$ cat config.mk
export PLATFORM = sky130hd
export DESIGN_NAME = beta_decode_stage_flat
export DESIGN_NICKNAME = d
export VERILOG_FILES = /design/src/rtl/beta_decode_stage_if.sv /design/src/rtl/beta_decode_stage.sv /design/src/flat_wrapper.sv
export SDC_FILE = /design/constraint.sdc
export NUM_CORES = 1
export LEC_CHECK = 0
export CORE_UTILIZATION = 46
export DETAILED_ROUTE_END_ITERATION = 7
export HOLD_SLACK_MARGIN = 0.15
export PLACE_DENSITY = 0.72
export SKIP_LAST_GASP = 1
export SLEW_MARGIN = 10
export SYNTH_ARGS = -nofsm -noshare
export SYNTH_HDL_FRONTEND = slang
export SYNTH_SLANG_ARGS = --single-unit
$ cat constraint.sdc
create_clock -name clk_i -period 2.3 [get_ports clk_i]
set_clock_uncertainty 0.1 [all_clocks]
set_input_delay 0.46 -clock clk_i [delete_from_list [all_inputs] [get_ports clk_i]]
set_output_delay 0.46 -clock clk_i [all_outputs]
set_load 0.1 [all_outputs]
$ cat src/rtl/beta_decode_stage_if.sv
// Fetch-to-decode and decode-to-control handshake bundle for beta_decode_stage.
// The slave modport is the stage's view; the master modport drives fetch and consumes results.
interface beta_decode_stage_if #(
    parameter int XLEN = 32
);
    logic [31:0]     instr_i;
    logic [XLEN-1:0] pc_i;
    logic            instr_valid_i;
    logic            instr_ready_o;
    logic            dec_valid_o;
    logic            dec_ready_i;
    logic [XLEN-1:0] pc_o;
    logic [4:0]      rs1_o;
    logic [4:0]      rs2_o;
    logic [4:0]      rd_o;
    logic [XLEN-1:0] imm_o;
    logic [8:0]      cu_addr_o;
    logic            invalid_instr_o;

    modport master (
        output instr_i, pc_i, instr_valid_i, dec_ready_i,
        input  instr_ready_o, dec_valid_o, pc_o, rs1_o, rs2_o, rd_o,
               imm_o, cu_addr_o, invalid_instr_o
    );

    modport slave (
        input  instr_i, pc_i, instr_valid_i, dec_ready_i,
        output instr_ready_o, dec_valid_o, pc_o, rs1_o, rs2_o, rd_o,
               imm_o, cu_addr_o, invalid_instr_o
    );
endinterface

$ cat src/rtl/beta_decode_stage.sv
// Registered RV32I/RV32E decode stage with a 2-entry skid buffer so that
// instr_ready_o never depends combinationally on dec_ready_i.
module beta_decode_stage #(
    parameter int XLEN          = 32,
    parameter bit RV32E         = 1'b0,
    parameter bit STRICT_FUNCT7 = 1'b1
) (
    input logic                clk_i,
    input logic                rstn_i,
    input logic                flush_i,
    beta_decode_stage_if.slave bus
);
    localparam logic [4:0] OPC_LOAD   = 5'b00000;
    localparam logic [4:0] OPC_MISC   = 5'b00011;
    localparam logic [4:0] OPC_OPIMM  = 5'b00100;
    localparam logic [4:0] OPC_AUIPC  = 5'b00101;
    localparam logic [4:0] OPC_STORE  = 5'b01000;
    localparam logic [4:0] OPC_OP     = 5'b01100;
    localparam logic [4:0] OPC_LUI    = 5'b01101;
    localparam logic [4:0] OPC_BRANCH = 5'b11000;
    localparam logic [4:0] OPC_JALR   = 5'b11001;
    localparam logic [4:0] OPC_JAL    = 5'b11011;
    localparam logic [4:0] OPC_SYSTEM = 5'b11100;

    typedef struct packed {
        logic [XLEN-1:0] pc;
        logic [4:0]      rs1;
        logic [4:0]      rs2;
        logic [4:0]      rd;
        logic [XLEN-1:0] imm;
        logic [8:0]      cu;
        logic            inv;
    } entry_t;

    typedef enum logic [1:0] {EMPTY, ONE, FULL} state_t;

    state_t state, state_nxt;
    entry_t dec, out_q, skid_q;
    logic   accept, load_out, load_skid, out_from_skid;

    logic [31:0] instr;
    logic [4:0]  opc;
    logic [2:0]  f3;
    logic [6:0]  f7;
    logic [31:0] imm32;
    logic        known, f7_bad, e_bad, f7b, f3_zero;

    assign instr = bus.instr_i;
    assign opc   = instr[6:2];
    assign f3    = instr[14:12];
    assign f7    = instr[31:25];

    always_comb begin
        imm32   = '0;
        known   = 1'b1;
        f7_bad  = 1'b0;
        e_bad   = 1'b0;
        f7b     = 1'b0;
        f3_zero = 1'b0;
        case (opc)
            OPC_LOAD, OPC_JALR: begin
                imm32 = {{20{instr[31]}}, instr[31:20]};
                e_bad = instr[11] | instr[19];
            end
            OPC_OPIMM: begin
                imm32 = {{20{instr[31]}}, instr[31:20]};
                e_bad = instr[11] | instr[19];
                if (f3 == 3'd1) f7_bad = (f7 != 7'h00);
                if (f3 == 3'd5) begin
                    f7_bad = (f7 != 7'h00) && (f7 != 7'h20);
                    f7b    = f7[5];
                end
            end
            OPC_SYSTEM: imm32 = {{20{instr[31]}}, instr[31:20]};
            OPC_STORE: begin
                imm32 = {{20{instr[31]}}, instr[31:25], instr[11:7]};
                e_bad = instr[19] | instr[24];
            end
            OPC_BRANCH: begin
                imm32 = {{20{instr[31]}}, instr[7], instr[30:25], instr[11:8], 1'b0};
                e_bad = instr[19] | instr[24];
            end
            OPC_LUI, OPC_AUIPC: begin
                imm32   = {instr[31:12], 12'b0};
                e_bad   = instr[11];
                f3_zero = 1'b1;
            end
            OPC_JAL: begin
                imm32   = {{12{instr[31]}}, instr[19:12], instr[20], instr[30:21], 1'b0};
                e_bad   = instr[11];
                f3_zero = 1'b1;
            end
            OPC_OP: begin
                // funct7=0x20 is only SUB and SRA
                f7_bad = !((f7 == 7'h00) || ((f7 == 7'h20) && ((f3 == 3'd0) || (f3 == 3'd5))));
                e_bad  = instr[11] | instr[19] | instr[24];
                f7b    = f7[5];
            end
            OPC_MISC: ;
            default: known = 1'b0;
        endcase

        dec.pc  = bus.pc_i;
        dec.rs1 = instr[19:15];
        dec.rs2 = instr[24:20];
        dec.rd  = instr[11:7];
        dec.imm = XLEN'($signed(imm32));
        dec.inv = (instr[1:0] != 2'b11) || !known || (STRICT_FUNCT7 && f7_bad) || (RV32E && e_bad);
        dec.cu  = dec.inv ? 9'h1FF : {opc, (f3_zero ? 3'b000 : f3), f7b};
    end

    assign bus.instr_ready_o = (state != FULL) && rstn_i;
    assign accept            = bus.instr_valid_i && bus.instr_ready_o;

    always_ff @(posedge clk_i) begin
        if (!rstn_i || flush_i) state <= EMPTY;
        else                    state <= state_nxt;
    end

    always_comb begin
        state_nxt     = state;
        load_out      = 1'b0;
        load_skid     = 1'b0;
        out_from_skid = 1'b0;
        case (state)
            EMPTY: if (accept) begin
                state_nxt = ONE;
                load_out  = 1'b1;
            end
            ONE: begin
                if (accept && bus.dec_ready_i) begin
                    load_out = 1'b1;
                end else if (accept) begin
                    state_nxt = FULL;
                    load_skid = 1'b1;
                end else if (bus.dec_ready_i) begin
                    state_nxt = EMPTY;
                end
            end
            FULL: if (bus.dec_ready_i) begin
                state_nxt     = ONE;
                load_out      = 1'b1;
                out_from_skid = 1'b1;
            end
            default: state_nxt = EMPTY;
        endcase
    end

    // Flush only gates the loads; stale data in the registers is harmless.
    always_ff @(posedge clk_i) begin
        if (!rstn_i) begin
            out_q  <= '0;
            skid_q <= '0;
        end else if (!flush_i) begin
            if (load_out)  out_q  <= out_from_skid ? skid_q : dec;
            if (load_skid) skid_q <= dec;
        end
    end

    assign bus.dec_valid_o     = (state != EMPTY);
    assign bus.pc_o            = out_q.pc;
    assign bus.rs1_o           = out_q.rs1;
    assign bus.rs2_o           = out_q.rs2;
    assign bus.rd_o            = out_q.rd;
    assign bus.imm_o           = out_q.imm;
    assign bus.cu_addr_o       = out_q.cu;
    assign bus.invalid_instr_o = out_q.inv;
endmodule
$ cat src/flat_wrapper.sv
// flat-port wrapper written by rule: the top's interface ports become plain ports
module beta_decode_stage_flat 
#(
    parameter int XLEN          = 32,
    parameter bit RV32E         = 1'b0,
    parameter bit STRICT_FUNCT7 = 1'b1
)
  (clk_i, rstn_i, flush_i, bus_instr_i, bus_pc_i, bus_instr_valid_i, bus_dec_ready_i, bus_instr_ready_o, bus_dec_valid_o, bus_pc_o, bus_rs1_o, bus_rs2_o, bus_rd_o, bus_imm_o, bus_cu_addr_o, bus_invalid_instr_o);
  beta_decode_stage_if #(.XLEN(XLEN)) bus_i ();
  input logic clk_i;
  input logic rstn_i;
  input logic flush_i;
  input wire logic [$bits(bus_i.instr_i)-1:0] bus_instr_i;
  input wire logic [$bits(bus_i.pc_i)-1:0] bus_pc_i;
  input wire logic [$bits(bus_i.instr_valid_i)-1:0] bus_instr_valid_i;
  input wire logic [$bits(bus_i.dec_ready_i)-1:0] bus_dec_ready_i;
  output wire logic [$bits(bus_i.instr_ready_o)-1:0] bus_instr_ready_o;
  output wire logic [$bits(bus_i.dec_valid_o)-1:0] bus_dec_valid_o;
  output wire logic [$bits(bus_i.pc_o)-1:0] bus_pc_o;
  output wire logic [$bits(bus_i.rs1_o)-1:0] bus_rs1_o;
  output wire logic [$bits(bus_i.rs2_o)-1:0] bus_rs2_o;
  output wire logic [$bits(bus_i.rd_o)-1:0] bus_rd_o;
  output wire logic [$bits(bus_i.imm_o)-1:0] bus_imm_o;
  output wire logic [$bits(bus_i.cu_addr_o)-1:0] bus_cu_addr_o;
  output wire logic [$bits(bus_i.invalid_instr_o)-1:0] bus_invalid_instr_o;
  assign bus_i.instr_i = bus_instr_i;
  assign bus_i.pc_i = bus_pc_i;
  assign bus_i.instr_valid_i = bus_instr_valid_i;
  assign bus_i.dec_ready_i = bus_dec_ready_i;
  assign bus_instr_ready_o = bus_i.instr_ready_o;
  assign bus_dec_valid_o = bus_i.dec_valid_o;
  assign bus_pc_o = bus_i.pc_o;
  assign bus_rs1_o = bus_i.rs1_o;
  assign bus_rs2_o = bus_i.rs2_o;
  assign bus_rd_o = bus_i.rd_o;
  assign bus_imm_o = bus_i.imm_o;
  assign bus_cu_addr_o = bus_i.cu_addr_o;
  assign bus_invalid_instr_o = bus_i.invalid_instr_o;
  beta_decode_stage #(.XLEN(XLEN), .RV32E(RV32E), .STRICT_FUNCT7(STRICT_FUNCT7)) u_core (.clk_i(clk_i), .rstn_i(rstn_i), .flush_i(flush_i), .bus(bus_i));
endmodule
Word level (Yosys, flattened, before mapping). Cells that the tools add are included.

Equal/unequal tests: 22. Mux-type cells: 24. Bitwise operators: 1. Reductions and logical operators: 26.

Operators with widths (count): one-hot mux 32 bit (5 select lines) (1); two-way mux 89 bit (1); equality test 5 bit (second input constant) (4); equality test 5 x 4 -> 1 bit (second input constant) (3); two-way mux 1 bit (11); OR reduction 11 bit (1); equality test 5 x 3 -> 1 bit (second input constant) (2); two-way mux 2 bit (5); two-way mux 9 bit (1); != test 2 bit (second input constant) (4); equality test 7 x 6 -> 1 bit (second input constant) (1); logical NOT 7 bit (1); != test 7 x 6 -> 1 bit (second input constant) (1); nonzero test 7 bit (1); one-hot mux 2 bit (3 select lines) (1); equality test 5 x 2 -> 1 bit (second input constant) (1); logical AND 1 bit (5); logical NOT 5 bit (1); logical OR 1 bit (5); one-hot mux 1 bit (2 select lines) (2); AND reduction 2 bit (2); AND reduction 4 bit (1); OR reduction 4 bit (1); equality test 3 x 1 -> 1 bit (second input constant) (1); 14 further kinds (16).

Register bits: 180. Input bits: 69.

Depth between registers and ports, before layout.
Word-level depth: 9. Gate-level depth with buffers: 8. Gate-level depth less buffers: 5.

Least setup slack after synthesis. OpenSTA, ideal clock, no wires.

Kind: input to output. Start point: in rstn_i. End point: out bus_instr_ready_o. Arrival: 2.363 ns. Setup slack: -0.623 ns. Stages on the path: 4. Buffers on the path: 2. Path through: inv_2 > clkbuf_1 > buf_1 > a21oi_1.

Longest elaborated chain between the ends: 1.

RTL lines: start, declared (line flat_wrapper.sv:11) `input logic rstn_i;`; logical AND 1 bit (line beta_decode_stage.sv:112) `assign bus.instr_ready_o = (state != FULL) && rstn_i;`; end, declared (line flat_wrapper.sv:17) `output wire logic [$bits(bus_i.instr_ready_o)-1:0] bus_instr_ready_o;`.

No other way between the ends.

Worst setup path in the final report.
Start point: in bus_instr_i[2]. End point: reg u_core.out_q (netlist bit u_core.bus.imm_o[1]).

Longest elaborated chain between the ends: 4. Elaborated cells on any way between the ends: 13. Classes of those cells: eq/ne (8); mux (2); reduce/logical (3).

RTL lines: start, declared (line flat_wrapper.sv:13) `input wire logic [$bits(bus_i.instr_i)-1:0] bus_instr_i;`; equality test 5 bit, or another cell as far along (line beta_decode_stage.sv:60) `case (opc)`; OR reduction 4 bit (no line) or OR reduction 2 bit (tied branches); one-hot mux 32 bit (5 select lines) (*) (line beta_decode_stage.sv:60); two-way mux 89 bit (*) (line beta_decode_stage.sv:155) `if (load_out) out_q <= out_from_skid ? skid_q : dec;`; end signal, assigned (line beta_decode_stage.sv:155); end, declared (line beta_decode_stage.sv:38) `entry_t dec, out_q, skid_q;`.

Every way passes the cells marked *; elsewhere a longest branch is shown, timed or not. A chain may end at the register's enable or synchronous reset.

==> summary.txt <==
Run status
  – Status: complete, but fails checks
  – Failing checks: DRC

STA
  – Achievable frequency: about 500 MHz
  – Final hold violation count: 0
  – RSZ-0062 raised after global routing: false
  – Final worst path period share: 0.887
  – Final critical path time including I/O delays and setup: 2.04 ns
  – # setup viols final: 0
  – Count of final max-slew check failures: 0
  – Actual slew at the worst max-slew pin: between 0.5 and 0.6 ns
  – Worst max-slew margin expressed relative to the limit: 0.664

Logic synthesis
  – Post-synth design cell area: approximately 7400 µm²
  – Cell type with the largest total area after synthesis: sky130_fd_sc_hd__dfxtp_1
  – Number of instances in the synthesized netlist: 921
  – Sequential-to-total area share from yosys stat: 0.486
  – Proportion of netlist area held by the largest area contributor: 0.486
  – Cells taking the most area after synthesis: sky130_fd_sc_hd__dfxtp_1, sky130_fd_sc_hd__nand2_1, sky130_fd_sc_hd__a21oi_1
  – Top_reg_cell synth: sky130_fd_sc_hd__dfxtp_1
  – Syn nets: 990
  – Seq cells post-synth: 180
  – Yosys cell types: 50
  – EDFF count, synth: 0
  – Yosys warns: 0
  – Post-synthesis average cell area: 8.04 µm²
  – Share of synthesized flip-flops with an asynchronous set or reset: 0

Layout
  – Area overhead of the layout relative to synthesis: 37.3%
  – Fill cell total of the finished layout: 1366
  – Non-filler cells in the finished layout: 1330
  – Layout cell share with drive strength beyond 1: 0.204
  – Final layout net count: 1171
  – Antenna cells: 0

Clock network
  – Root buffer selected by CTS: sky130_fd_sc_hd__clkbuf_16
  – Buffer depth of the longest clock path: 2
  – CTS sink count: 180
  – Setup fix buffers added after clock tree synthesis: 0
  – Number of hold buffers added after CTS: 0
  – Latest clock arrival within the worst-skew pair: ~0.43 ns
  – Post-CTS resize count: 0
  – Number of H-tree levels: 4
  – Clock transition at path regs: 0.06 ns
  – CTS tree: yes
  – Number of buffers created by CTS: 17

Floorplanning
  – Die Height: 129 µm
  – Area inside the core boundary: 15800 µm²
  – Die boundary width: 129 µm
  – Die outline area: 16600 µm²
  – IO Count: 160
  – Initial cell density of the core: 0.468
  – Row count: 46

Route
  – Routed length per instance: roughly 16 µm
  – Remaining DRCs: 2
  – Number of optimization iterations in the first detailed-route pass: 7
  – Number of vias in the routed layout: 7298
  – Sum of routed wire length over all layers: approximately 21000 µm
  – Detailed Route Iter0 Violations: 513
  – Via density: 5.49
  – Detail Route Antenna Nets: 0

Pwr
  – Ratio of total power to cell area: 748 nW/µm²
  – Peak ir drop on the vdd network: around 0.52 mV
  – Total power after layout: 7.62 mW
  – Leakage component of the power: 3.95 nW

Worst setup path
  – Critical Path End Type: register
  – Critical Path Source: bus_instr_i[2]
  – Number of buffer and inverter stages on the critical path: 3
  – Worst Path Required: 2.52 ns
  – Startpoint of the worst-slack reg-to-reg timing path: u_core.state[1]$_SDFFE_PP0P_
  – Highest fanout seen on the critical path: 9
  – Most repeated library cell on the critical path: sky130_fd_sc_hd__buf_4
  – Cell type of the slowest stage on the worst timing path: sky130_fd_sc_hd__clkdlybuf4s50_1
  – Cell breakdown of the critical path: clkdlybuf4s50_1 > buf_4 > nor2b_1 > a21oi_1 > o21bai_1 > buf_4 > nand2_1 > a311oi_1
  – Crit path largest cell delay: 0.65 ns
  – Arrival @ worst endpoint: 2.26 ns
  – Kind of launch point of the worst setup path: input port
  – Largest delay share family, worst path: buffers and inverters
  – Startpoint-to-endpoint class of the critical path: input port to register

Placement
  – Count of placed standard cells including taps: roughly 1300
  – Detailed placer's ending HPWL: 14500 µm
  – GPL Wtd Cong: 0.899
  – Buffers added on ports: between 150 and 200

Global route
  – GRT met3 Usage: 0.0520
  – GRT Util Overall: 0.255
  – Number of global-route vias before repair: approximately 6700
  – First-pass GRT wire length: 33500 µm
  – Antenna violations before repair: 0
  – Global routing usage on met1: 0.329
  – Remaining global-route overflow: 0
  – Met2 track demand over resource: 0.425
  – Grt peak-use layer: met2
  – Largest net degree at the start of global routing: between 100 and 150

Min path
  – Worst hold path startpoint: u_core.skid_q[16]$_SDFFE_PN0P_
  – Hold Path Class: register to register

Flow run
  – Max-capacitance violation count: 0
[flip-flops by register name (all words and copies together) (netlist names), 2 cells and up]
name                  count
u_core.skid_q            89
u_core.bus.imm_o         32
u_core.bus.pc_o          32
u_core.bus.cu_addr_o      9
u_core.bus.rd_o           5
u_core.bus.rs1_o          5
u_core.bus.rs2_o          5
u_core.state              2
[tightest hold or removal path: stages (launching register included)]
cell,delay (ns)
sky130_fd_sc_hd__dfxtp_1,0.31
sky130_fd_sc_hd__nand2_1,0.05
sky130_fd_sc_hd__a21oi_1,0.05
[worst paths after layout]
path,depth (start not counted),slack (ns),to
setup reg to reg,5,0.31,u_core.bus.imm_o[11]$_SDFFE_PN0P_
setup / recovery,8,0.26,u_core.bus.imm_o[1]$_SDFFE_PN0P_
hold / removal,2,0.35,u_core.skid_q[16]$_SDFFE_PN0P_
hold reg to reg,2,0.35,u_core.skid_q[16]$_SDFFE_PN0P_
[synth_stat cells (2+ instances only)]
| cell type | instances |
|---|---|
| sky130_fd_sc_hd__nand2_1 | 226 |
| sky130_fd_sc_hd__dfxtp_1 | 180 |
| sky130_fd_sc_hd__a21oi_1 | 121 |
| sky130_fd_sc_hd__o21ai_0 | 68 |
| sky130_fd_sc_hd__nor2_1 | 64 |
| sky130_fd_sc_hd__clkbuf_1 | 52 |
| sky130_fd_sc_hd__a311oi_1 | 51 |
| sky130_fd_sc_hd__buf_2 | 24 |
| sky130_fd_sc_hd__o221ai_1 | 19 |
| sky130_fd_sc_hd__a31oi_1 | 17 |
| sky130_fd_sc_hd__nand3_1 | 11 |
| sky130_fd_sc_hd__mux2_2 | 8 |
| sky130_fd_sc_hd__inv_1 | 7 |
| sky130_fd_sc_hd__nor3_1 | 7 |
| sky130_fd_sc_hd__a211oi_1 | 6 |
| sky130_fd_sc_hd__a221oi_1 | 6 |
| sky130_fd_sc_hd__nand2b_1 | 6 |
| sky130_fd_sc_hd__or3_1 | 5 |
| sky130_fd_sc_hd__nor2b_1 | 3 |
| sky130_fd_sc_hd__a21oi_2 | 2 |
| sky130_fd_sc_hd__a31o_2 | 2 |
| sky130_fd_sc_hd__and2_1 | 2 |
| sky130_fd_sc_hd__nor3_4 | 2 |
| sky130_fd_sc_hd__nor3b_1 | 2 |
| sky130_fd_sc_hd__nor4_1 | 2 |
| sky130_fd_sc_hd__o21bai_1 | 2 |
| sky130_fd_sc_hd__or2_2 | 2 |
| sky130_fd_sc_hd__xor2_1 | 2 |
[routing by layer]
| layer | vias up | routed length [µm] |
|---|---|---|
| met2 | 222 | 9980 |
| met3 | 30 | 1150 |
| met4 | 0 | 373 |
| met5 | - | 0 |
| li1 | 3625 | - |
| met1 | 3421 | 9520 |
[per-stage QoR]
stage / utilization / instance area, µm² / setup WS (ns) / hold slack, ns / setup TNS [ns]
after floorplan: - / 7420 / 0.272 / 0.332 / 0
after global placement: 0.605 / 9580 / -0.123 / 0.339 / -2.43
after detailed placement: 0.605 / 9580 / -0.158 / 0.345 / -4.53
after CTS: 0.643 / 10200 / 0.288 / 0.353 / 0
after global routing: 0.643 / 10200 / 0.164 / 0.370 / 0
final: 0.643 / 10200 / 0.260 / 0.350 / 0
[kinds of logic (layout without fill, tap and decap cells)]
group                     count (synthesis)  in the layout  share of synthesized area
AOI/OAI and AO/OA                       303            303                      0.255
and+or+nand+nor                         340            340                      0.193
muxes                                     9              9                     0.0135
xor gates and xnor gates                  2              2                    0.00236
buffers and inverters                    87            280                     0.0497
DFF                                     180            180                      0.486
[layout make-up]
cell class | instances | area (µm²) | area share
sequential | 180 | 3600 | 0.354
multi-input combinational | 654 | 3470 | 0.341
timing repair buffer | 241 | 2200 | 0.216
clock buffer | 23 | 448 | 0.0440
tap | 216 | 270 | 0.0266
clock inverter | 8 | 151 | 0.0149
inverter | 8 | 31.3 | 0.00307
[power breakdown]
group / switching [mW] / total, mW / internal (mW)
clock network: 1.18 / 3.00 / 1.82
registers: 0.0517 / 3.26 / 3.21
logic: 0.958 / 1.35 / 0.397
total: 2.19 / 7.62 / 5.43
[cells in the final DEF (no fill, tap or decap), types with 8 or more instances in the layout]
cell type	synthesis	layout
sky130_fd_sc_hd__o221ai_1	19	19
sky130_fd_sc_hd__a21oi_1	121	120
sky130_fd_sc_hd__nand3_1	11	10
sky130_fd_sc_hd__buf_4	1	155
sky130_fd_sc_hd__clkbuf_16	0	17
sky130_fd_sc_hd__clkdlybuf4s50_1	0	67
sky130_fd_sc_hd__mux2_2	8	8
sky130_fd_sc_hd__a311oi_1	51	51
sky130_fd_sc_hd__nand2_1	226	224
sky130_fd_sc_hd__nor2_1	64	64
sky130_fd_sc_hd__o21ai_0	68	68
sky130_fd_sc_hd__dfxtp_1	180	180
sky130_fd_sc_hd__buf_12	0	18
sky130_fd_sc_hd__a31oi_1	17	17
Power figures use the tool's default switching activity.
